**config.mk**
```make
export PLATFORM = sky130hd
export DESIGN_NAME = pb_fb_dram_arb
export DESIGN_NICKNAME = d
export VERILOG_FILES = /design/src/rtl/pb_fb_dram_arb.sv
export SDC_FILE = /design/constraint.sdc
export NUM_CORES = 1
export LEC_CHECK = 0
export CAP_MARGIN = 20
export CORE_MARGIN = 2
export CORE_UTILIZATION = 33
export CTS_CLUSTER_DIAMETER = 200
export DETAILED_ROUTE_END_ITERATION = 8
export PLACE_DENSITY = 0.89
export SLEW_MARGIN = 10
export SYNTH_ARGS = -nofsm -noshare
export SYNTH_HDL_FRONTEND = slang
export SYNTH_SLANG_ARGS = --single-unit
```
**constraint.sdc**
```tcl
create_clock -name clk -period 1.65 [get_ports clk]
set_input_delay 0.33 -clock clk [delete_from_list [all_inputs] [get_ports clk]]
set_output_delay 0.33 -clock clk [all_outputs]
set_load 0.01 [all_outputs]
```
**src/rtl/pb_fb_dram_arb.sv**
```systemverilog
// rtl/pb_fb_dram_arb.sv - two-port burst arbiter in front of the burst SDRAM controller
//
// Shares one burst SDRAM controller between the display scan-out fetcher (port 0, reads
// only) and the CPU cache refill/writeback port (port 1, reads and writes). One burst is
// in flight at a time. The arbiter owns the controller command interface, routes read
// beats and write-ready to the granted port, counts beats and pulses completion.
//
// Ports:
//   clk, rst_n                     clock, asynchronous active-low reset
//   p0_req_i, p0_urgent_i          display burst-read request (level) / FIFO low-water
//   p0_addr_i                      display burst address
//   p0_gnt_o, p0_rvld_o, p0_done_o grant pulse, read beat valid, burst-done pulse
//   p1_req_i, p1_we_i              CPU burst request (level) / direction, 1 = write
//   p1_addr_i, p1_din_i            CPU burst address / write data
//   p1_gnt_o, p1_rvld_o            grant pulse, read beat valid
//   p1_wrdy_o, p1_done_o           write beat accepted, burst-done pulse
//   dout_o, din_o                  shared read data / controller write data (pass-through)
//   cmd_bst_rd_req_o, cmd_bst_we_req_o, cmd_addr_o   controller command
//   cmd_bst_rd_ack_i, cmd_bst_we_ack_i               controller burst acknowledge
//   r_vld_i, w_rdy_i, ctrl_dout_i                    controller data handshake
module pb_fb_dram_arb #(
  parameter int AW        = 23,
  parameter int DW        = 16,
  parameter int BURST_LEN = 32,
  parameter int CNT_BW    = 6
) (
  input  logic          clk,
  input  logic          rst_n,
  input  logic          p0_req_i,
  input  logic          p0_urgent_i,
  input  logic [AW-1:0] p0_addr_i,
  output logic          p0_gnt_o,
  output logic          p0_rvld_o,
  output logic          p0_done_o,
  input  logic          p1_req_i,
  input  logic          p1_we_i,
  input  logic [AW-1:0] p1_addr_i,
  input  logic [DW-1:0] p1_din_i,
  output logic          p1_gnt_o,
  output logic          p1_rvld_o,
  output logic          p1_wrdy_o,
  output logic          p1_done_o,
  output logic [DW-1:0] dout_o,
  output logic          cmd_bst_rd_req_o,
  output logic          cmd_bst_we_req_o,
  output logic [AW-1:0] cmd_addr_o,
  output logic [DW-1:0] din_o,
  input  logic          cmd_bst_rd_ack_i,
  input  logic          cmd_bst_we_ack_i,
  input  logic          r_vld_i,
  input  logic          w_rdy_i,
  input  logic [DW-1:0] ctrl_dout_i
);

  typedef enum logic [1:0] {S_IDLE, S_ISSUE, S_BUSY} state_e;

  state_e            state_q, state_d;
  logic              sel_q, sel_d;     // granted port
  logic              wr_q, wr_d;       // direction of the burst in flight
  logic              last_q, last_d;   // port served last, loses the next tie
  logic [CNT_BW-1:0] cnt_q, cnt_d;
  logic [AW-1:0]     addr_q, addr_d;
  logic              gnt0_q, gnt0_d, gnt1_q, gnt1_d;
  logic              done0_q, done0_d, done1_q, done1_d;
  logic              rd_req_q, rd_req_d, we_req_q, we_req_d;

  logic ack, beat, pick0, pick1;

  // Only the acknowledge matching the issued direction counts.
  assign ack  = wr_q ? cmd_bst_we_ack_i : cmd_bst_rd_ack_i;
  // Beats past the burst length are masked so a chatty controller cannot overrun a port.
  assign beat = (state_q == S_BUSY) & (wr_q ? w_rdy_i : r_vld_i) & ack
              & (cnt_q < CNT_BW'(BURST_LEN));

  // Port 0 wins when urgent, when alone, or when port 1 was served last.
  assign pick0 = p0_req_i & (p0_urgent_i | ~p1_req_i | last_q);
  assign pick1 = p1_req_i & ~pick0;

  always_comb begin
    state_d  = state_q;
    sel_d    = sel_q;
    wr_d     = wr_q;
    last_d   = last_q;
    cnt_d    = cnt_q;
    addr_d   = addr_q;
    rd_req_d = rd_req_q;
    we_req_d = we_req_q;
    gnt0_d   = 1'b0;
    gnt1_d   = 1'b0;
    done0_d  = 1'b0;
    done1_d  = 1'b0;
    case (state_q)
      S_IDLE: begin
        if (pick0 | pick1) begin
          sel_d    = pick1;
          wr_d     = pick1 & p1_we_i;
          addr_d   = pick1 ? p1_addr_i : p0_addr_i;
          gnt0_d   = pick0;
          gnt1_d   = pick1;
          rd_req_d = ~(pick1 & p1_we_i);
          we_req_d = pick1 & p1_we_i;
          state_d  = S_ISSUE;
        end
      end
      S_ISSUE: begin
        if (ack) begin
          rd_req_d = 1'b0;
          we_req_d = 1'b0;
          cnt_d    = '0;
          state_d  = S_BUSY;
        end
      end
      S_BUSY: begin
        cnt_d = cnt_q + CNT_BW'(beat);
        // The controller holds ack for the whole burst; its fall ends the burst even if short.
        if (!ack) begin
          done0_d = ~sel_q;
          done1_d = sel_q;
          last_d  = sel_q;
          state_d = S_IDLE;
        end
      end
      default: state_d = S_IDLE;
    endcase
  end

  always_ff @(posedge clk or negedge rst_n) begin
    if (!rst_n) begin
      state_q  <= S_IDLE;
      sel_q    <= 1'b0;
      wr_q     <= 1'b0;
      last_q   <= 1'b1;
      cnt_q    <= '0;
      addr_q   <= '0;
      rd_req_q <= 1'b0;
      we_req_q <= 1'b0;
      gnt0_q   <= 1'b0;
      gnt1_q   <= 1'b0;
      done0_q  <= 1'b0;
      done1_q  <= 1'b0;
    end else begin
      state_q  <= state_d;
      sel_q    <= sel_d;
      wr_q     <= wr_d;
      last_q   <= last_d;
      cnt_q    <= cnt_d;
      addr_q   <= addr_d;
      rd_req_q <= rd_req_d;
      we_req_q <= we_req_d;
      gnt0_q   <= gnt0_d;
      gnt1_q   <= gnt1_d;
      done0_q  <= done0_d;
      done1_q  <= done1_d;
    end
  end

  assign p0_gnt_o         = gnt0_q;
  assign p1_gnt_o         = gnt1_q;
  assign p0_done_o        = done0_q;
  assign p1_done_o        = done1_q;
  assign cmd_bst_rd_req_o = rd_req_q;
  assign cmd_bst_we_req_o = we_req_q;
  assign cmd_addr_o       = addr_q;

  // Beat strobes are decoded from registered state and the live controller handshake so
  // they line up with the pass-through dout/din of the same cycle.
  assign p0_rvld_o = beat & ~sel_q & ~wr_q;
  assign p1_rvld_o = beat & sel_q & ~wr_q;
  assign p1_wrdy_o = beat & wr_q;

  assign dout_o = ctrl_dout_i;
  assign din_o  = p1_din_i;

endmodule

```
Word level (Yosys, flattened, before mapping):

Index checks and enable logic that the tools add are counted.

* register bits: 40
* input bits: 88
* output and inout port bits: 64

* $add $sub $neg: 1
* $lt $le $gt $ge: 1
* equal/unequal tests: 5
* mux-type cells: 22
* bitwise logic cells: 20
* reduce and logical (&&, ||, !) cells: 8

Operator list (number)
* $mux W23: 1
* $mux W1: 13
* $pmux W6 S2: 1
* $and A1 B1 Y1: 11
* $add A6 B1 Y6: 1
* $lt A6 B6 Y1 const B: 1
* $mux W2: 3
* $mux W6: 1
* $ne A2 B2 Y1 const B: 3
* $not A1 Y1: 6
* $pmux W2 S3: 1
* $reduce_and A2 Y1: 3
* $reduce_and A3 Y1: 2
* $pmux W1 S2: 2
* $reduce_bool A2 Y1: 2
* $or A1 B1 Y1: 3
* $eq A2 B1 Y1 const B: 1
* $eq A2 B2 Y1 const B: 1
* $logic_not A2 Y1: 1

Logic depth before layout (Yosys ltp):

Gate-level depths: netlist of run 1.

* depth after elaboration: 10
* depth in mapped cells: 6

Worst setup path before layout of run 1:

Ideal clock, no wire load.

* kind: register -> register
* start point: register state_q[0]
* end point: register cnt_q[4]
* setup time: 127 ps
* data arrival time: 1472 ps
* required time: 1523 ps
* path slack: 51 ps
* cell stages (with the launch flop): 7
* buffers on the path: 0
* period minus slack after synthesis: 1599 ps
* path through: dfrtp_1 nand2b_1 nor4_1 ha_1 ha_1 nand4_1 mux2i_1

* word-level cells in the longest chain between the ends: 6
* elaborated cells between the ends (all ways): 10
* those cells by class: 1 x add/sub; 3 x eq/ne; 1 x mux; 3 x bitwise; 2 x reduce/logical

RTL lines
* start: declaration: RTL line 57 `state_e state_q, state_d;`
* start signal: assignment: RTL line 142 `state_q <= state_d;`
* $eq A2 B2 Y1: RTL line 72, 92
* $and A1 B1 Y1 (2 in series): RTL line 72 `assign beat = (state_q == S_BUSY) & (wr_q ? w_rdy_i : r_vld_i) & ack`
* $and A1 B1 Y1: RTL line 73 `& (cnt_q < CNT_BW'(BURST_LEN));`
* $add A6 B1 Y6: RTL line 114 `cnt_d = cnt_q + CNT_BW'(beat);`
* $pmux W6 S2: RTL line 92 `case (state_q)`
* end signal: assignment: RTL line 146 `cnt_q <= cnt_d;`
* end: declaration: RTL line 61 `logic [CNT_BW-1:0] cnt_q, cnt_d;`

Several ways; a longest one is shown, not always the timed one.
A chain may end at the register's enable or synchronous reset.

Final worst setup path of run 1:

* start point: register cnt_q[5]
* end point: output port p1_rvld_o

* word-level cells in the longest chain between the ends: 4

RTL lines
* $lt A6 B6 Y1: RTL line 73
* $and A1 B1 Y1: RTL line 73
* $and A1 B1 Y1 (2 in series): RTL line 168 `assign p1_rvld_o = beat & sel_q & ~wr_q;`
* end: declaration: RTL line 40 `output logic p1_rvld_o,`

No other way between the ends.

==> results of run 1 <==
synth_stat cells:
cell type  instances  share of area [%]
nand2_1            8                1.3
and3_4             1               0.48
buf_6              5                2.4
nor3b_1            1               0.32
and3_1             2               0.54
clkbuf_1           7                1.1
o211ai_2           2                1.1
nand2b_1           2               0.54
nand4b_1           2               0.75
buf_2              8                1.7
nand3_1           24                5.2
nor4_1             1               0.27
a21boi_0           1               0.32
nand4_1           25                6.7
o221ai_1           1               0.38
o21a_1             1               0.32
or2_1              1               0.27
mux2i_1            2               0.86
a21oi_1            5                1.1
dfrtp_1           39                 42
inv_1              3               0.48
nor2_2             2               0.54
o21ai_0           26                5.6
o21ai_1            7                1.5
ha_1               2                1.1
or2_2              1               0.27
o31ai_1            1               0.32
a21o_1             2               0.65
and2b_1            1               0.32
buf_4             33                 11
and2_1             1               0.27
dfstp_2            1                1.1
o21ai_2            1               0.38
mux2i_4            1               0.97
o22ai_1            1               0.27
and4_1             1               0.38
nor2_1             5               0.81
o211ai_1          21                6.8
logic make-up after synthesis:
family                     count (synthesis)  share of synthesized area [%]
AOI/OAI and AO/OA                         69                           18.7
muxes                                      3                           1.83
and+or+nand+nor                           78                           18.9
DFF                                       40                           43.1
buffers and inverters                     56                           16.4
adders and majority gates                  2                           1.08
area by class of cell:
type / count / area share (%)
Sequential cell: 40 / 29.8
Inverter: 3 / 0.335
Timing Repair Buffer: 115 / 32.5
Clock inverter: 2 / 1.04
Clock buffer: 6 / 2.16
Multi-Input combinational cell: 152 / 30.6
Tap cell: 96 / 3.57
worst max path at each step:
stage | from | endpoint | slack (ns)
6_report | cnt_q[5] | p1_rvld_o | -0.13
5_1_grt | cnt_q[5] | p0_rvld_o | -0.23
4_1_cts | state_q[0] | p0_rvld_o | -0.12
3_5_place_dp | cmd_bst_rd_ack_i | cnt_q[4] | -0.38
3_3_place_gp | cmd_bst_we_ack_i | p1_wrdy_o | -0.29
2_1_floorplan | state_q[0] | cnt_q[4] | 0.05
layer usage:
metal,wire (microns),track usage [%]
met1,2880,21.3
met2,3560,32.0
met3,360,4.52
met4,119,9.23
met5,0,0
worst reg2reg max path, cell delays in order (launching register included):
cell and delay, ns:
dfrtp_2 0.47, mux2i_1 0.18, nor4_4 0.32, ha_4 0.21, ha_4 0.13, nand4_1 0.10, mux2i_1 0.15
report_power, final:
group	total [mW]	internal, mW	switching (mW)	leakage [nW]
clock network	0.791	0.449	0.342	0.0552
logic	2.64	1.34	1.29	0.774
registers	1.62	1.38	0.239	0.504
total	5.05	3.18	1.87	1.33
what timing repair did:
| item | 4_1_cts | 5_1_grt |
|---|---|---|
| setup buffers | 1 | 1 |
| pin swaps | 9 | 4 |
| cloned | 0 | 0 |
| gates resized for setup | 27 | 3 |
| hold buffers | 1 | 0 |
| endpoints found under the setup margin | 8 | 8 |
| hold endpoints to repair | 13 | 0 |
through the flow:
step / instances / cell area (sq um)
after floorplan: 248 / 2330
after global placement: 403 / 3160
after detailed placement: 403 / 3160
after CTS: 413 / 3340
after global routing: 414 / 3370
final: 414 / 3370
==> impl_results.md, run 1 <==
- Clk sinks: 40
- Skew-Pair Late Insertion Delay: between 0.2 and 0.3 ns
- Status: finished, violations left
- Initial Util: around 34%
- Mapped cell area: 2330 sq um
- CP Buf/Inv Count: 2
- CTS tree: yes
- Routed length per instance: between 15 and 20 microns
- Die Ht: roughly 90 microns
- Most frequent cells in the layout: 83 x clkdlybuf4s50_1, 38 x dfrtp_1, 25 x nand4_1, 25 x o21ai_0, 24 x buf_4
- Chip Width: a little under 90 microns
- Post-synthesis cell count: around 250
- Initial DRC Count: 79
- Family with the most delay on the worst path: simple AND/OR/NAND/NOR gates
- Fin. Hold Viols: 0
- CP required: between 1 and 1.5 ns
- # rows: 30
- Total GRT Usage: between 15 and 20%
- Final nets: 407
- Number of H-tree levels: 2
- Clk slew on worst S/H paths: 0.08 ns
- Ports: between 150 and 200
- Global route total overflow: 0
- Final slew viol count: 0
- Util after Layout: between 40% and 50%
- Fin Setup TNS: -0.387 ns
- Netlist cell types: 38
- CP Max Fanout: 2
- RSZ-0062 raised after global routing: true
- FF+latch area: about 1000 sq um
- CTS Root Cell: clkbuf_8
- Crit path cell chain: nor3b_2 -> buf_4 -> nand4b_1 -> nor2_1 -> buf_2
- Reg-to-reg endpoint: cnt_q[4]
- Die area: just under 8000 sq um
- Hold crit path type: input port to asynchronous set/reset pin
- Syn avg cell area: between 9 and 10 sq um
- Pre-CTS WS: -0.383 ns
- Fillcell total: around 630
- Worst hold slack: 0.481 ns
- GPL Wtd Cong: just under 0.8
- Fin Clk Skew: between 0.01 and 0.015 ns
- Pwr dens: about 1500 nW/um^2
- Vias in the first global route: around 2,300
- Initial antenna violation count: 0
- CP max stage delay: about 0.4 ns
- Failing checks: negative setup slack
- DR DRC count: 0
- Worst Path Arrival: about 1.5 ns
- First-pass GRT wire length: 11.0 mm
- CP Depth: 5
- Number of synthesis warnings: 0
- Reg2reg path depth: 6
- Worst setup margin: -0.127 ns
- Bufs on Longest Clock Path: 2
- Fraction of layout cells with a size suffix above 1: between 10% and 20%
- Crit path kind: flip-flop to primary output
- Synth-to-layout area growth: 44.7%
- Core area: 6790 sq um
- Total power: around 5.1 mW
- I/O Buffers: between 80 and 90
- Wirelength, routed: roughly 6.9 mm
- Critical path's slowest cell: dfrtp_1
- R2R Setup Slk: -0.03 ns
- Worst setup SP type: flip-flop
- Worst-margin pin slew: approximately 0.38 ns
- Most common cell after layout, fill and taps aside: clkdlybuf4s50_1
- Sequential share of the synthesized area: between 40% and 50%
- Final ANT Viol Nets: 0
- Antenna Cells: 0
- Syn_nets: ~340
- CP endpoint kind: primary output
- Max FFs per register: 23
- Max Cap Viol: 0
- Dpl hpwl: around 4.9 mm
- Multi-input gate area: about 1000 sq um
- Leak: about 1.3 nW
- Seq cells post-synth: 40
- Endpoints failing setup: 5
- Largest net degree at the start of global routing: 51
- Rel. slew slack: between 70% and 80%
- VDD IR max: ~0.67 mV
- DR vias: 2,203
- Fmax: 0.563 GHz
- DR pass1 iterations: 4
- Total CTS buffers: 5
- R2R Path Start: wr_q
- Vias per cell: approximately 5.3
- Period utilization: 108%
- Crit path time final: 1.78 ns
(Power assumes the default switching activity.)
==> inputs of run 2 (changes only) <==
--- a/config.mk
+++ b/config.mk
@@ -15,3 +15,4 @@
 export SYNTH_ARGS = -nofsm -noshare
 export SYNTH_HDL_FRONTEND = slang
 export SYNTH_SLANG_ARGS = --single-unit
+export TNS_END_PERCENT = 10
==> impl_results.md, run 2 (synthesis results as in run 1) <==
- Status: finished, violations left
- Failing checks: negative setup slack
- Antenna Cells: 0
- Leak: around 1.3 nW
- Vias per cell: roughly 5.3
- Die Ht: a little under 90 microns
- I/O Buffers: between 80 and 90
- # rows: 30
- Bufs on Longest Clock Path: 2
- Crit path time final: around 1.8 ns
- Fillcell total: around 620
- CP Max Fanout: 2
- VDD IR max: roughly 0.67 mV
- Sw Ratio: between 30% and 40%
- Worst Path Arrival: around 1.4 ns
- Internal Power: ~3.2 mW
- Max FFs per register: 23
- NetSw: 1.85 mW
- CP endpoint kind: primary output
- Final slew viol count: 0
- Hold crit path type: input port to asynchronous set/reset pin
- Wirelength, routed: between 6 and 7 mm
- Global route total overflow: 0
- Clk slew on worst S/H paths: 0.08 ns
- Worst-margin pin slew: between 0.3 and 0.4 ns
- Most common cell after layout, fill and taps aside: clkdlybuf4s50_1
- Post-route design area: approximately 3300 sq um
- DR vias: roughly 2,200
- Initial Util: between 30% and 40%
- Met3 Use GR: between 4 and 5%
- Fin Clk Skew: ~0.01 ns
- Skew-Pair Late Insertion Delay: 0.29 ns
- Final Non-Filler Cells: 414
- Clk sinks: 40
- Endpoints failing setup: 8
- Clk network pwr share: between 10% and 20%
- Total CTS buffers: 5
- Worst setup SP type: flip-flop
- Fin. Hold Viols: 0
- M2 GR Usage: between 30% and 40%
- Fin Setup TNS: -0.609 ns
- GR Layer Usage met1: about a fifth
- Final nets: 407
- Fmax: between 0.5 and 0.6 GHz
- Die area: roughly 7700 sq um
- Dpl hpwl: just under 5 mm
- Initial antenna violation count: 0
- Max Cap Viol: 0
- Pre-CTS WS: -0.383 ns
- Synth-to-layout area growth: 43.7%
- Total GRT Usage: between 10% and 20%
- DR pass1 iterations: 4
- CP required: between 1 and 1.5 ns
- Placed instance count: approximately 400
- Core area: approximately 6800 sq um
- Worst setup margin: -0.114 ns
- R2R Setup Slk: -0.10 ns
- Flop pwr share: 32.1%
- Number of H-tree levels: 2
- Period utilization: 107%
- Most frequent cells in the layout: 83 x clkdlybuf4s50_1, 38 x dfrtp_1, 25 x nand4_1
- Most Crowded Layer GR: met2
- DR DRC count: 0
- RSZ-0062 raised after global routing: true
- Chip Width: ~88 microns
- GPL Wtd Cong: slightly below 0.8
- Placed Area: 3160 sq um
- Rel. slew slack: around three quarters
- Initial DRC Count: 86
- CTS tree: yes
- Routed length per instance: between 15 and 20 microns
- Util after Layout: between 40% and 50%
- Largest net degree at the start of global routing: 51
- Gate power share: between 50% and 60%
- Crit path kind: flip-flop to primary output
- CTS Root Cell: clkbuf_8
- Final ANT Viol Nets: 0
- Fraction of layout cells with a size suffix above 1: between 10% and 20%
- Ports: ~150
- Pwr dens: approximately 1500 nW/um^2
- Vias in the first global route: approximately 2,300
- First-pass GRT wire length: approximately 11 mm
[run 2: cell counts in the layout (fill, tap and decap cells not counted)]
No cell type changed its count.
[run 2: stage by stage]
step / hold WS, ns / total power, mW
final: 0.483 / 5.02
after global routing: 0.501 / 5.39
after CTS: 0.484 / 4.99
after detailed placement: 0.269 / 4.16
after global placement: 0.266 / 4.08
after floorplan: 0.0344 / 3.00
[run 2: worst paths after layout]
path                                 start        end  depth (start not counted)
worst max-delay path              cnt_q[5]  p1_rvld_o                          5
worst min register to register    cnt_q[4]   cnt_q[4]                          1
max in group asynchronous            rst_n       wr_q                          3
worst min-delay path                 rst_n  p0_done_o                          2
worst max register to register  state_q[0]   cnt_q[3]                          7
min in group clk                  cnt_q[4]   cnt_q[4]                          1
[run 2: critical path, cell delays in order, from the launching register on]
cell and delay [ns]:
dfrtp_1 0.40, nor3b_2 0.24, buf_4 0.14, nand4b_1 0.12
nor2_1 0.11, buf_2 0.13
[run 2: power groups by stage]
stage	sequential [mW]	combinational [mW]	clock (mW)
final	1.61	2.62	0.785
after global routing	1.67	2.87	0.858
after CTS	1.61	2.57	0.806
after detailed placement	1.62	2.55	0
after global placement	1.61	2.48	0
after floorplan	1.76	1.24	0
[run 2: final cells by class]
class / instances / area, sq um / area share, %
tap: 96 / 120 / 3.59
clock inverter: 2 / 35.0 / 1.05
timing repair buffer: 115 / 1090 / 32.7
inverter: 3 / 11.3 / 0.337
clock buffer: 6 / 72.6 / 2.17
multi-input combinational: 152 / 1010 / 30.2
sequential: 40 / 1000 / 30.0
[run 2: timing repair]
action	CTS	global route
gates resized for setup	14	14
gates cloned	0	0
pin swaps	4	7
buffers inserted	1	1
hold endpoints to repair	13	0
setup endpoints to repair	8	8
hold buffers	1	0
[run 2: routing by layer]
layer	up-vias	part of all wire, %
met2	91	51
met1	1070	41
met5	-	0
met4	0	2.3
met3	20	5.5
li1	1023	-
